**src/rtl/logic_unit_serial32.sv**
```systemverilog
// Purpose : serial 32-bit bitwise logic unit (AND/OR/XOR/ANDN), SLICE bits per cycle through one shared slice.
// Latency : request accepted at edge t0, out_valid rises after edge t0+N (N = 32/SLICE); N+2 cycles per result when streaming.
// Backpr. : result/out_valid held indefinitely while out_ready=0; no new request accepted until the result is taken.
// Ports   : clk, rst (async, active-high); in_valid/in_ready + op[1:0], a[31:0], b[31:0] request side;
//           out_valid/out_ready + result[31:0] response side (result meaningful only while out_valid=1).
module logic_unit_serial32 #(
  parameter int SLICE = 4
) (
  input  logic        clk,
  input  logic        rst,
  input  logic        in_valid,
  output logic        in_ready,
  input  logic [1:0]  op,
  input  logic [31:0] a,
  input  logic [31:0] b,
  output logic        out_valid,
  input  logic        out_ready,
  output logic [31:0] result
);

  localparam int N  = 32 / SLICE;
  localparam int CW = (N > 1) ? $clog2(N) : 1;

  typedef enum logic [1:0] {
    IDLE = 2'd0,
    BUSY = 2'd1,
    DONE = 2'd2
  } state_t;

  state_t            state_q, state_d;
  logic [31:0]       opr_a_q, opr_a_d;
  logic [31:0]       opr_b_q, opr_b_d;
  logic [31:0]       result_q, result_d;
  logic [1:0]        op_q, op_d;
  logic [CW-1:0]     cnt_q, cnt_d;

  logic [SLICE-1:0]  s;
  logic [31:0]       res_shift, a_shift, b_shift;

  // The shared slice: only the low SLICE bits of the operand shift registers.
  always_comb begin
    s = '0;
    case (op_q)
      2'b00:   s = opr_a_q[SLICE-1:0] &  opr_b_q[SLICE-1:0];
      2'b01:   s = opr_a_q[SLICE-1:0] |  opr_b_q[SLICE-1:0];
      2'b10:   s = opr_a_q[SLICE-1:0] ^  opr_b_q[SLICE-1:0];
      default: s = opr_a_q[SLICE-1:0] & ~opr_b_q[SLICE-1:0];
    endcase
  end

  // Result fills from the top so after N slices bit i lands at index i.
  // A full-width slice has nothing left to shift in from the old contents.
  if (SLICE == 32) begin : g_full
    assign res_shift = s;
    assign a_shift   = '0;
    assign b_shift   = '0;
  end else begin : g_part
    assign res_shift = {s, result_q[31:SLICE]};
    assign a_shift   = {{SLICE{1'b0}}, opr_a_q[31:SLICE]};
    assign b_shift   = {{SLICE{1'b0}}, opr_b_q[31:SLICE]};
  end

  always_comb begin
    state_d  = state_q;
    opr_a_d  = opr_a_q;
    opr_b_d  = opr_b_q;
    op_d     = op_q;
    cnt_d    = cnt_q;
    result_d = result_q;
    case (state_q)
      IDLE: begin
        if (in_valid) begin
          opr_a_d = a;
          opr_b_d = b;
          op_d    = op;
          cnt_d   = '0;
          state_d = BUSY;
        end
      end
      BUSY: begin
        result_d = res_shift;
        opr_a_d  = a_shift;
        opr_b_d  = b_shift;
        // Single-slice configuration keeps the counter pinned at zero.
        if (N > 1) begin
          cnt_d = cnt_q + CW'(1);
        end
        if (cnt_q == CW'(N - 1)) begin
          state_d = DONE;
        end
      end
      DONE: begin
        if (out_ready) begin
          state_d = IDLE;
        end
      end
      default: state_d = IDLE;
    endcase
  end

  always_ff @(posedge clk or posedge rst) begin
    if (rst) begin
      state_q  <= IDLE;
      opr_a_q  <= '0;
      opr_b_q  <= '0;
      op_q     <= '0;
      cnt_q    <= '0;
      result_q <= '0;
    end else begin
      state_q  <= state_d;
      opr_a_q  <= opr_a_d;
      opr_b_q  <= opr_b_d;
      op_q     <= op_d;
      cnt_q    <= cnt_d;
      result_q <= result_d;
    end
  end

  // Handshake outputs are pure state decodes; rst masks in_ready so a
  // request presented during reset can never look accepted.
  assign in_ready  = (state_q == IDLE) && !rst;
  assign out_valid = (state_q == DONE);
  assign result    = result_q;

endmodule

```
**config.mk**
```make
export PLATFORM = sky130hd
export DESIGN_NAME = logic_unit_serial32
export DESIGN_NICKNAME = d
export VERILOG_FILES = /design/src/rtl/logic_unit_serial32.sv
export SDC_FILE = /design/constraint.sdc
export NUM_CORES = 1
export LEC_CHECK = 0
export BUFFER_PORTS_ARGS = -buffer_cell sky130_fd_sc_hd__buf_4
export CORE_MARGIN = 2
export CORE_UTILIZATION = 45
export DETAILED_ROUTE_END_ITERATION = 8
export PLACE_DENSITY_LB_ADDON = 0.2
export SKIP_CTS_REPAIR_TIMING = 1
export SLEW_MARGIN = 10
export SYNTH_ARGS = -nofsm -noshare
export SYNTH_HDL_FRONTEND = slang
export SYNTH_SLANG_ARGS = --single-unit
```
**constraint.sdc**
```tcl
create_clock -name clk -period 4.5 [get_ports clk]
set_clock_uncertainty 0.1 [all_clocks]
set_input_delay 0.9 -clock clk [delete_from_list [all_inputs] [get_ports clk]]
set_output_delay 0.9 -clock clk [all_outputs]
set_load 0.02 [all_outputs]
```
==> out/qor.csv, run 1 <==
stage;metric;value;unit
synth;dominant cells by area after synthesis;dfrtp_1 (51%), a22oi_1 (8.3%), nor2b_1 (6.7%), nand2_1 (6.5%), o21ai_0 (5.1%);
global_routing;total gr overflow;0;
cells_and_area;most frequent cells in the layout;buf_4 (110), dfrtp_1 (102), nand2_1 (88), a22oi_1 (56), nor2b_1 (53);
timing;measured slew at the worst slew-check pin;1010;ps
global_routing;largest net degree at the start of global routing;84;
hold_path;HP Start;result[2];
synth;sequential element share of the synthesized area;0.508;
synth;leading area contributor after synthesis;dfrtp_1;
pwr;total power;4.03;mW
global_routing;Global Route Usage Sum;0.208;
route;DRT iter0 DRCs;311;
worst_setup_path;Worst R2R Path Depth;5;
timing;Final Cycle Share;0.586;
global_routing;initial antenna violation count;0;
cts;TritonCTS buffer count;9;
timing;Hold Violations, Final;0;
global_routing;vias in the first global route;3968;
synth;Yosys reg bits;103;
cells_and_area;Area Growth Syn to Fin;20.3;%
global_routing;first-pass GRT wire length;19.6;mm
hold_path;Hold Crit Class;flip-flop to flip-flop;
floorplan;Die X;110;µm
route;Vias per Instance;5.44;
place;Setup WS pre-CTS;1570;ps
worst_setup_path;R2R setup slack;2010;ps
job;maxcap violations;0;
floorplan;DIE HEIGHT;110;µm
synth;post-synthesis cell count;537;
hold_path;Endpoint, Worst Hold;result[2];
cts;clk_lat worst skew;340;ps
timing;final hold slack;382;ps
cells_and_area;share of layout cells above drive strength 1;0.227;
worst_setup_path;reg-to-reg critical path endpoint;opr_a_q[0];
pwr;PwrDens;660;nW/µm²
synth;Post-Syn Nets;616;
place;placed cells;744;
route;Via Count;4136;
worst_setup_path;endpoint class of the critical path;output pin;
cts;CTS tree;done;
route;First-pass DRT Iterations;4;
worst_setup_path;critical path class;flip-flop to output pin;
pwr;peak supply drop;0.000337;V
cells_and_area;number of fill cells;998;
cts;clock-pin transition on the worst setup and hold timing paths;70;ps
timing;Peak Freq;379;MHz
cells_and_area;# nets final;694;
route;drc violations;0;
timing;RSZ-0062 raised after global routing;false;
timing;Tmin final;2640;ps
timing;# setup viols final;0;
cells_and_area;ANT cells;0;
cells_and_area;most common cell after layout, fill and taps aside;buf_4;
cts;Clock Tree Root;clkbuf_16;
timing;setup ws final;1860;ps
place;Post-DP HPWL;7.86;mm
route;Routed Antenna Nets;0;
worst_setup_path;Worst EP arrival;1640;ps
place;Placer Congestion;0.795;
timing;Slew Limit Headroom;0.326;
timing;setup_tns;0;ps
hold_path;worst hold path stage count;2;
cts;clock tree buffer depth;2;
synth;Synth top area share;0.508;
timing;Slew Limit Fails;0;
worst_setup_path;Setup crit start kind;flip-flop;
cts;Clock Sink Count;103;
synth;Ys Warns;0;
cts;# H-tree levels;3;
worst_setup_path;crit-path max FO;35;
floorplan;Core Area;10900;µm²
floorplan;Row Count;38;
synth;Syn Area/Cell;9.45;µm²
route;Post-Route WL;12.1;mm
floorplan;Die Area;12100;µm²
pwr;P_leak;2.90;nW
synth;Synth cell types;27;
floorplan;I/O pin cnt;104;
run_status;outcome;finished, final reports clean;
route;wire length per cell;15.9;µm
cells_and_area;fin cells;760;
worst_setup_path;Worst EP required;3500;ps
worst_setup_path;FF-to-FF Start;state_q[0];
place;IO Port Bufs;103;
synth;Syn Std Cell Area;5070;µm²
floorplan;Initial Util;0.464;
[stage by stage]
stage	instance area [µm²]	utilization
after floorplan	5070	-
after global placement	5820	0.532
after detailed placement	5820	0.532
after CTS	6100	0.558
after global routing	6100	0.558
final	6100	0.558
[worst max path at each step]
| stage | startpoint | to | slack [ps] | depth (start not counted) |
|---|---|---|---|---|
| 4_1_cts | state_q[1] | out_valid | 1830 | 2 |
| 3_5_place_dp | in_valid | opr_b_q[10] | 1570 | 5 |
| 3_3_place_gp | in_valid | opr_b_q[18] | 1650 | 5 |
| 5_1_grt | in_valid | opr_b_q[11] | 1730 | 5 |
| 6_report | state_q[1] | out_valid | 1860 | 2 |
| 2_1_floorplan | rst | cnt_q[0] | 800 | 1 |
[flip-flops by register name, summed over array words and instances, names as in the netlist]
signal,count
cnt_q,3
op_q,2
opr_a_q,32
opr_b_q,32
result,32
state_q,2
[logic make-up (layout without fill, tap and decap cells)]
family | Yosys count | count (layout) | share of synthesized area
buffers and inverters | 63 | 146 | 0.0676
AOI/OAI and AO/OA | 187 | 187 | 0.225
adders and majority gates | 9 | 9 | 0.0222
muxes | 2 | 2 | 0.00592
xor gates and xnor gates | 4 | 4 | 0.00691
DFF | 103 | 103 | 0.508
and+or+nand+nor | 169 | 169 | 0.165
[cells in the mapped netlist]
cell type / number
ha_1: 9
buf_8: 1
nand3_1: 11
nand2b_1: 1
nor3_1: 1
nor2b_4: 1
clkbuf_1: 12
nor2b_1: 54
buf_6: 6
o21ai_1: 18
a2bb2oi_1: 8
inv_1: 20
dfrtp_1: 103
mux2_4: 2
a22oi_1: 56
nor2_2: 4
a21oi_1: 48
buf_2: 16
o21ai_0: 52
or3b_4: 1
buf_4: 8
a31oi_2: 4
or3_1: 4
a22o_1: 1
nand2_1: 88
and2_1: 4
xor2_1: 4
[report_power, final]
group | switching (mW) | internal, mW
registers | 0.313 | 1.31
clock network | 0.335 | 0.403
logic | 0.967 | 0.696
total | 1.62 | 2.41
[metal layers]
metal	track usage	vias up	part of all wire
met1	0.295	2007	0.44
met3	0.0317	19	0.053
met5	0	-	0
met4	0.0821	0	0.022
li1	-	2007	-
met2	0.321	103	0.48
[layout make-up]
class	count	area (µm²)	share of cell area
Sequential cell	103	2580	0.423
Multi-Input combinational cell	371	2160	0.354
Timing Repair Buffer	110	826	0.135
Clock buffer	11	253	0.0414
Tap cell	140	175	0.0287
Inverter	20	77.6	0.0127
Clock inverter	5	32.5	0.00533
[critical path, stage by stage, from the launching register on]
cell	delay [ps]
dfrtp_2	840
nor2b_1	280
buf_4	170
No activity file was read; power rests on OpenSTA's default activity.
==> inputs of run 2 (changes only) <==
--- a/config.mk
+++ b/config.mk
@@ -5,6 +5,7 @@
 export SDC_FILE = /design/constraint.sdc
 export NUM_CORES = 1
 export LEC_CHECK = 0
+export ABC_AREA = 1
 export BUFFER_PORTS_ARGS = -buffer_cell sky130_fd_sc_hd__buf_4
 export CORE_MARGIN = 2
 export CORE_UTILIZATION = 45
==> constraint.sdc (replaced) <==
create_clock -name clk -period 2.8 [get_ports clk]
set_clock_uncertainty 0.1 [all_clocks]
set_input_delay 0.56 -clock clk [delete_from_list [all_inputs] [get_ports clk]]
set_output_delay 0.56 -clock clk [all_outputs]
set_load 0.02 [all_outputs]
==> out/qor.csv, run 2 <==
stage;metric;value;unit;change
synth;Yosys reg bits;103;;unchanged
synth;Syn Area/Cell;7.45;µm²;-21%
worst_setup_path;reg-to-reg critical path endpoint;opr_a_q[28];;
route;wire length per cell;12.7;µm;-20%
floorplan;Row Count;38;;unchanged
pwr;PwrDens;1090;nW/µm²;+65%
timing;Final Cycle Share;0.756;;
cts;Clock Sink Count;103;;unchanged
global_routing;initial antenna violation count;0;;unchanged
floorplan;Die X;108;µm;-1.6%
synth;Synth top cells by count;nand2_1 (420), dfrtp_1 (103), inv_1 (28), buf_2 (23), o21ai_0 (18);;
hold_path;Hold Crit Class;primary input to async pin;;
synth;Post-Syn Nets;738;;+20%
synth;post-synthesis cell count;659;;+23%
worst_setup_path;FF-to-FF Start;state_q[1];;
timing;Peak Freq;472;MHz;
worst_setup_path;critical path class;flip-flop to flip-flop;;
cells_and_area;Area Growth Syn to Fin;20.3;%;about the same
pwr;peak supply drop;0.000790;V;+130%
timing;Hold Violations, Final;0;;unchanged
run_status;outcome;finished, final reports clean;;
timing;Slew Limit Fails;0;;unchanged
route;Vias per Instance;4.71;;-13%
worst_setup_path;R2R setup slack;680;ps;-1330 ps
route;Via Count;4182;;+1.1%
place;IO Port Bufs;103;;unchanged
cts;clock tree buffer depth;2;;unchanged
pwr;P_leak;3.36;nW;+16%
global_routing;total gr overflow;0;;unchanged
synth;leading area contributor after synthesis;dfrtp_1;;
worst_setup_path;CP max stage delay;630;ps;-210 ps
floorplan;Initial Util;0.457;;-0.00704
synth;Syn Std Cell Area;4910;µm²;-3.2%
place;Post-DP HPWL;7.28;mm;-7.4%
synth;Synth top area share;0.525;;+0.0170
place;Placer Congestion;0.761;;-4.2%
worst_setup_path;Setup crit start kind;flip-flop;;
synth;async set or reset register ratio after synthesis;1.00;;unchanged
route;Routed Antenna Nets;0;;unchanged
timing;Slew Limit Headroom;0.425;;+0.0991
route;First-pass DRT Iterations;5;;+1
cells_and_area;share of layout cells above drive strength 1;0.175;;-0.0523
cells_and_area;# nets final;822;;+18%
cells_and_area;most common cell after layout, fill and taps aside;nand2_1;;
timing;# setup viols final;0;;unchanged
global_routing;Global Route Usage Sum;0.202;;-0.00617
job;maxcap violations;0;;unchanged
worst_setup_path;Worst R2R Path Depth;6;;+1
cts;clock-pin transition on the worst setup and hold timing paths;100;ps;+30 ps
global_routing;first-pass GRT wire length;18.7;mm;-4.4%
cells_and_area;Final Core Density;0.549;;-0.00864
route;Post-Route WL;11.3;mm;-6.4%
synth;sequential element share of the synthesized area;0.525;;+0.0170
worst_setup_path;endpoint class of the critical path;flip-flop;;
route;drc violations;0;;unchanged
cts;clk_lat worst skew;370;ps;+30 ps
floorplan;I/O pin cnt;104;;unchanged
cells_and_area;most frequent cells in the layout;nand2_1 (420), buf_4 (106), dfrtp_1 (103), inv_1 (27), o21ai_0 (18);;
worst_setup_path;Most Frequent Cell on Critical Path;inv_2;;
timing;measured slew at the worst slew-check pin;861;ps;-150 ps
global_routing;vias in the first global route;3940;;-0.71%
synth;Post-synth EDFFs;0;;unchanged
timing;RSZ-0062 raised after global routing;false;;
worst_setup_path;slowest library cell on the worst path;inv_2;;
synth;ys flop type;dfrtp_1;;
worst_setup_path;crit-path max FO;52;;+49%
worst_setup_path;Worst EP arrival;2320;ps;+680 ps
worst_setup_path;CP cell instances;inv_2, o21ai_4, inv_2, buf_4, nand3_1, o21ai_1;;
global_routing;largest net degree at the start of global routing;104;;+24%
route;DRT iter0 DRCs;271;;-13%
floorplan;Die Area;11800;µm²;-3.1%
synth;dominant cells by area after synthesis;dfrtp_1 (53%), nand2_1 (32%), buf_2 (2.3%), ha_1 (2.3%), inv_1 (2.1%);;
synth;Synth cell types;19;;-30%
worst_setup_path;Worst EP required;3000;ps;-500 ps
timing;Tmin final;2120;ps;
timing;setup_tns;0;ps;unchanged
cts;Clock Tree Root;clkbuf_8;;
floorplan;DIE HEIGHT;108;µm;-1.6%
cts;TritonCTS buffer count;9;;unchanged
synth;Ys Warns;0;;unchanged
floorplan;Core Area;10700;µm²;-1.7%
cts;# H-tree levels;3;;unchanged
synth;most frequent cell after synthesis;nand2_1;;
cells_and_area;ANT cells;0;;unchanged
cts;CTS tree;done;;
[run 2: layout make-up]
class                           instances  area [µm²]
Fill cell                            1072        4840
Clock buffer                            9         124
Multi-Input combinational cell        490        2010
Tap cell                              140         175
Clock inverter                          7        58.8
Sequential cell                       103        2580
Timing Repair Buffer                  108         836
Inverter                               31         120
[run 2: routing by layer]
| metal | track usage | wire length (µm) |
|---|---|---|
| met5 | 0 | 0 |
| met4 | 0.0467 | 91 |
| met3 | 0.0440 | 406 |
| met2 | 0.330 | 5340 |
| met1 | 0.276 | 5440 |
[run 2: worst max-delay path: cells and delay by family, from the launching register on]
kind                   cells  cell delay, ps
buffers and inverters      3            1200
DFF                        1             440
AOI/OAI and AO/OA          2             190
and+or+nand+nor            1             110
[run 2: where the power goes]
group	internal [mW]	switching [mW]
combinational	1.05	1.94
sequential	2.14	0.391
clock	0.340	0.555
total	3.53	2.88
[run 2: cells by family after synthesis]
logic type	synth area share
flip-flops	0.525
buffers and inverters	0.0670
adder cells (fa/ha/maj)	0.0229
AO/OA/AOI/OAI	0.0416
AND/OR/NAND/NOR	0.343
[run 2: worst max path at each step]
stage,end,cells after the start,slack [ps],startpoint
finish,opr_a_q[28],6,680,state_q[1]
global route,opr_b_q[31],6,500,state_q[1]
detailed placement,opr_a_q[28],6,600,in_valid
global placement,opr_a_q[28],6,660,in_valid
floorplan,cnt_q[0],1,910,rst
CTS,opr_a_q[28],6,670,state_q[1]
[run 2: metrics by stage]
stage               setup WS, ps  hold WS [ps]  area (µm²)  total power, mW  cells
floorplan                    908           346        4910             4.74    659
global placement             663           359        5720             5.47    872
detailed placement           601           365        5720             5.56    872
CTS                          667           256        5900             6.48    888
global route                 504           255        5900             7.05    888
finish                       682           246        5900             6.41    888
==> inputs of run 3 (changes only) <==
==> constraint.sdc (replaced) <==
create_clock -name clk -period 2.2 [get_ports clk]
set_clock_uncertainty 0.1 [all_clocks]
set_input_delay 0.44 -clock clk [delete_from_list [all_inputs] [get_ports clk]]
set_output_delay 0.44 -clock clk [all_outputs]
set_load 0.02 [all_outputs]
==> out/qor.csv, run 3 (same netlist as run 2, synthesis figures left out) <==
stage;metric;value;unit;change
global_routing;vias in the first global route;4113;;+4.4%
route;drc violations;0;;unchanged
global_routing;largest net degree at the start of global routing;84;;-19%
place;placed cells;874;;+0.23%
timing;Slew Limit Headroom;0.468;;+0.0427
timing;setup ws final;389;ps;-293 ps
cts;Clock Sink Count;103;;unchanged
cells_and_area;fin cells;890;;+0.23%
place;Setup WS pre-CTS;432;ps;-169 ps
route;Routed Antenna Nets;0;;unchanged
pwr;P_leak;3.43;nW;+1.9%
pwr;PwrDens;1440;nW/µm²;+32%
cts;Clock Tree Root;clkbuf_8;;
floorplan;Die X;108;µm;unchanged
route;Vias per Instance;4.83;;+2.6%
timing;Final Cycle Share;0.823;;+0.0669
timing;Peak Freq;552;MHz;+17%
job;maxcap violations;0;;unchanged
timing;RSZ-0062 raised after global routing;false;;
cts;# H-tree levels;3;;unchanged
worst_setup_path;Worst EP arrival;2010;ps;-310 ps
worst_setup_path;critical path class;flip-flop to flip-flop;;
cells_and_area;ANT cells;0;;unchanged
timing;final hold slack;20.6;ps;-225 ps
global_routing;total gr overflow;0;;unchanged
floorplan;Core Area;10700;µm²;unchanged
floorplan;Initial Util;0.457;;unchanged
cells_and_area;# nets final;824;;+0.24%
cells_and_area;Area Growth Syn to Fin;22.8;%;
timing;measured slew at the worst slew-check pin;798;ps;-62.7 ps
hold_path;Hold Crit Class;primary input to async pin;;
route;Via Count;4300;;+2.8%
global_routing;Global Route Usage Sum;0.208;;+0.00612
worst_setup_path;crit path launch;state_q[1];;
route;wire length per cell;13.0;µm;+2.4%
global_routing;initial antenna violation count;0;;unchanged
global_routing;first-pass GRT wire length;19.4;mm;+3.4%
cts;clk_lat worst skew;370;ps;about the same
cells_and_area;most common cell after layout, fill and taps aside;nand2_1;;
route;DRT iter0 DRCs;306;;+13%
timing;Hold Violations, Final;0;;unchanged
route;Post-Route WL;11.6;mm;+2.6%
pwr;peak supply drop;0.00124;V;+58%
route;First-pass DRT Iterations;4;;-1
cts;clock-pin transition on the worst setup and hold timing paths;100;ps;about the same
cells_and_area;multi-input combinational cell area;2010;µm²;unchanged
place;Placer Congestion;0.787;;+3.3%
cts;clock tree buffer depth;2;;unchanged
timing;Tmin final;1810;ps;-307 ps
timing;# setup viols final;0;;unchanged
cells_and_area;share of layout cells above drive strength 1;0.177;;+0.00220
floorplan;DIE HEIGHT;108;µm;unchanged
cts;TritonCTS buffer count;9;;unchanged
worst_setup_path;FF-to-FF Start;state_q[1];;
cells_and_area;most frequent cells in the layout;nand2_1 (420), buf_4 (106), dfrtp_1 (103), inv_1 (27), o21ai_0 (18);;
place;Post-DP HPWL;7.60;mm;+4.3%
cells_and_area;Reg area;2580;µm²;unchanged
floorplan;I/O pin cnt;104;;unchanged
worst_setup_path;crit-path max FO;80;;+54%
pwr;total power;8.65;mW;+35%
place;IO Port Bufs;103;;unchanged
worst_setup_path;endpoint class of the critical path;flip-flop;;
cts;CTS tree;done;;
worst_setup_path;Setup crit start kind;flip-flop;;
timing;Slew Limit Fails;0;;unchanged
worst_setup_path;R2R setup slack;390;ps;-290 ps
run_status;outcome;finished, final reports clean;;
floorplan;Row Count;38;;unchanged
floorplan;Die Area;11800;µm²;unchanged
cells_and_area;number of fill cells;1063;;-0.84%
timing;setup_tns;0;ps;unchanged
worst_setup_path;Worst EP required;2400;ps;-600 ps
worst_setup_path;Worst R2R Path Depth;6;;unchanged
worst_setup_path;reg-to-reg critical path endpoint;opr_b_q[30];;
run 3: cell count changes in the layout (fill, tap and decap cells not counted), sizes merged:
| cell | delta |
|---|---|
| clkinv | +1 |
| inv | -3 |
| buf | +2 |
| bufinv | +4 |
| clkinvlp | -2 |
run 3: routing by layer:
metal,wire length (µm),part of all wire,track usage,vias to the layer above
met3,508,0.044,0.0392,10
met4,110,0.0095,0.0513,0
li1,-,-,-,2162
met1,5630,0.49,0.289,2038
met5,0,0,0,-
met2,5320,0.46,0.337,90
run 3: worst max-delay path by stage:
stage / end / depth (start not counted) / slack (ps)
final: opr_b_q[30] / 6 / 390
after global routing: opr_a_q[29] / 6 / 240
after CTS: in_ready / 2 / 390
after detailed placement: opr_b_q[30] / 6 / 430
after global placement: opr_b_q[30] / 6 / 500
after floorplan: cnt_q[0] / 1 / 430
run 3: final cells by class:
type                       instances  area share
tap                              140      0.0291
timing repair buffer             110       0.145
inverter                          31      0.0199
sequential                       103       0.428
clock inverter                     7      0.0237
clock buffer                       9      0.0206
multi-input combinational        490       0.334
run 3: stage by stage:
step	cell area, µm²	util
final	6030	0.561
after global routing	6030	0.561
after CTS	6030	0.561
after detailed placement	5760	0.536
after global placement	5760	0.536
after floorplan	4910	-
run 3: critical path, stage by stage, from the launching register on:
cell and delay, ps:
dfrtp_1 440, inv_2 150, o21ai_4 80, inv_2 50
buf_4 580, nand3_1 150, o21ai_1 130
run 3: power by group:
group / leakage, nW / switching, mW / internal [mW] / total, mW
clock: 0.134 / 0.673 / 0.877 / 1.55
sequential: 1.32 / 0.500 / 2.72 / 3.22
combinational: 1.97 / 2.51 / 1.37 / 3.88
total: 3.43 / 3.68 / 4.97 / 8.65
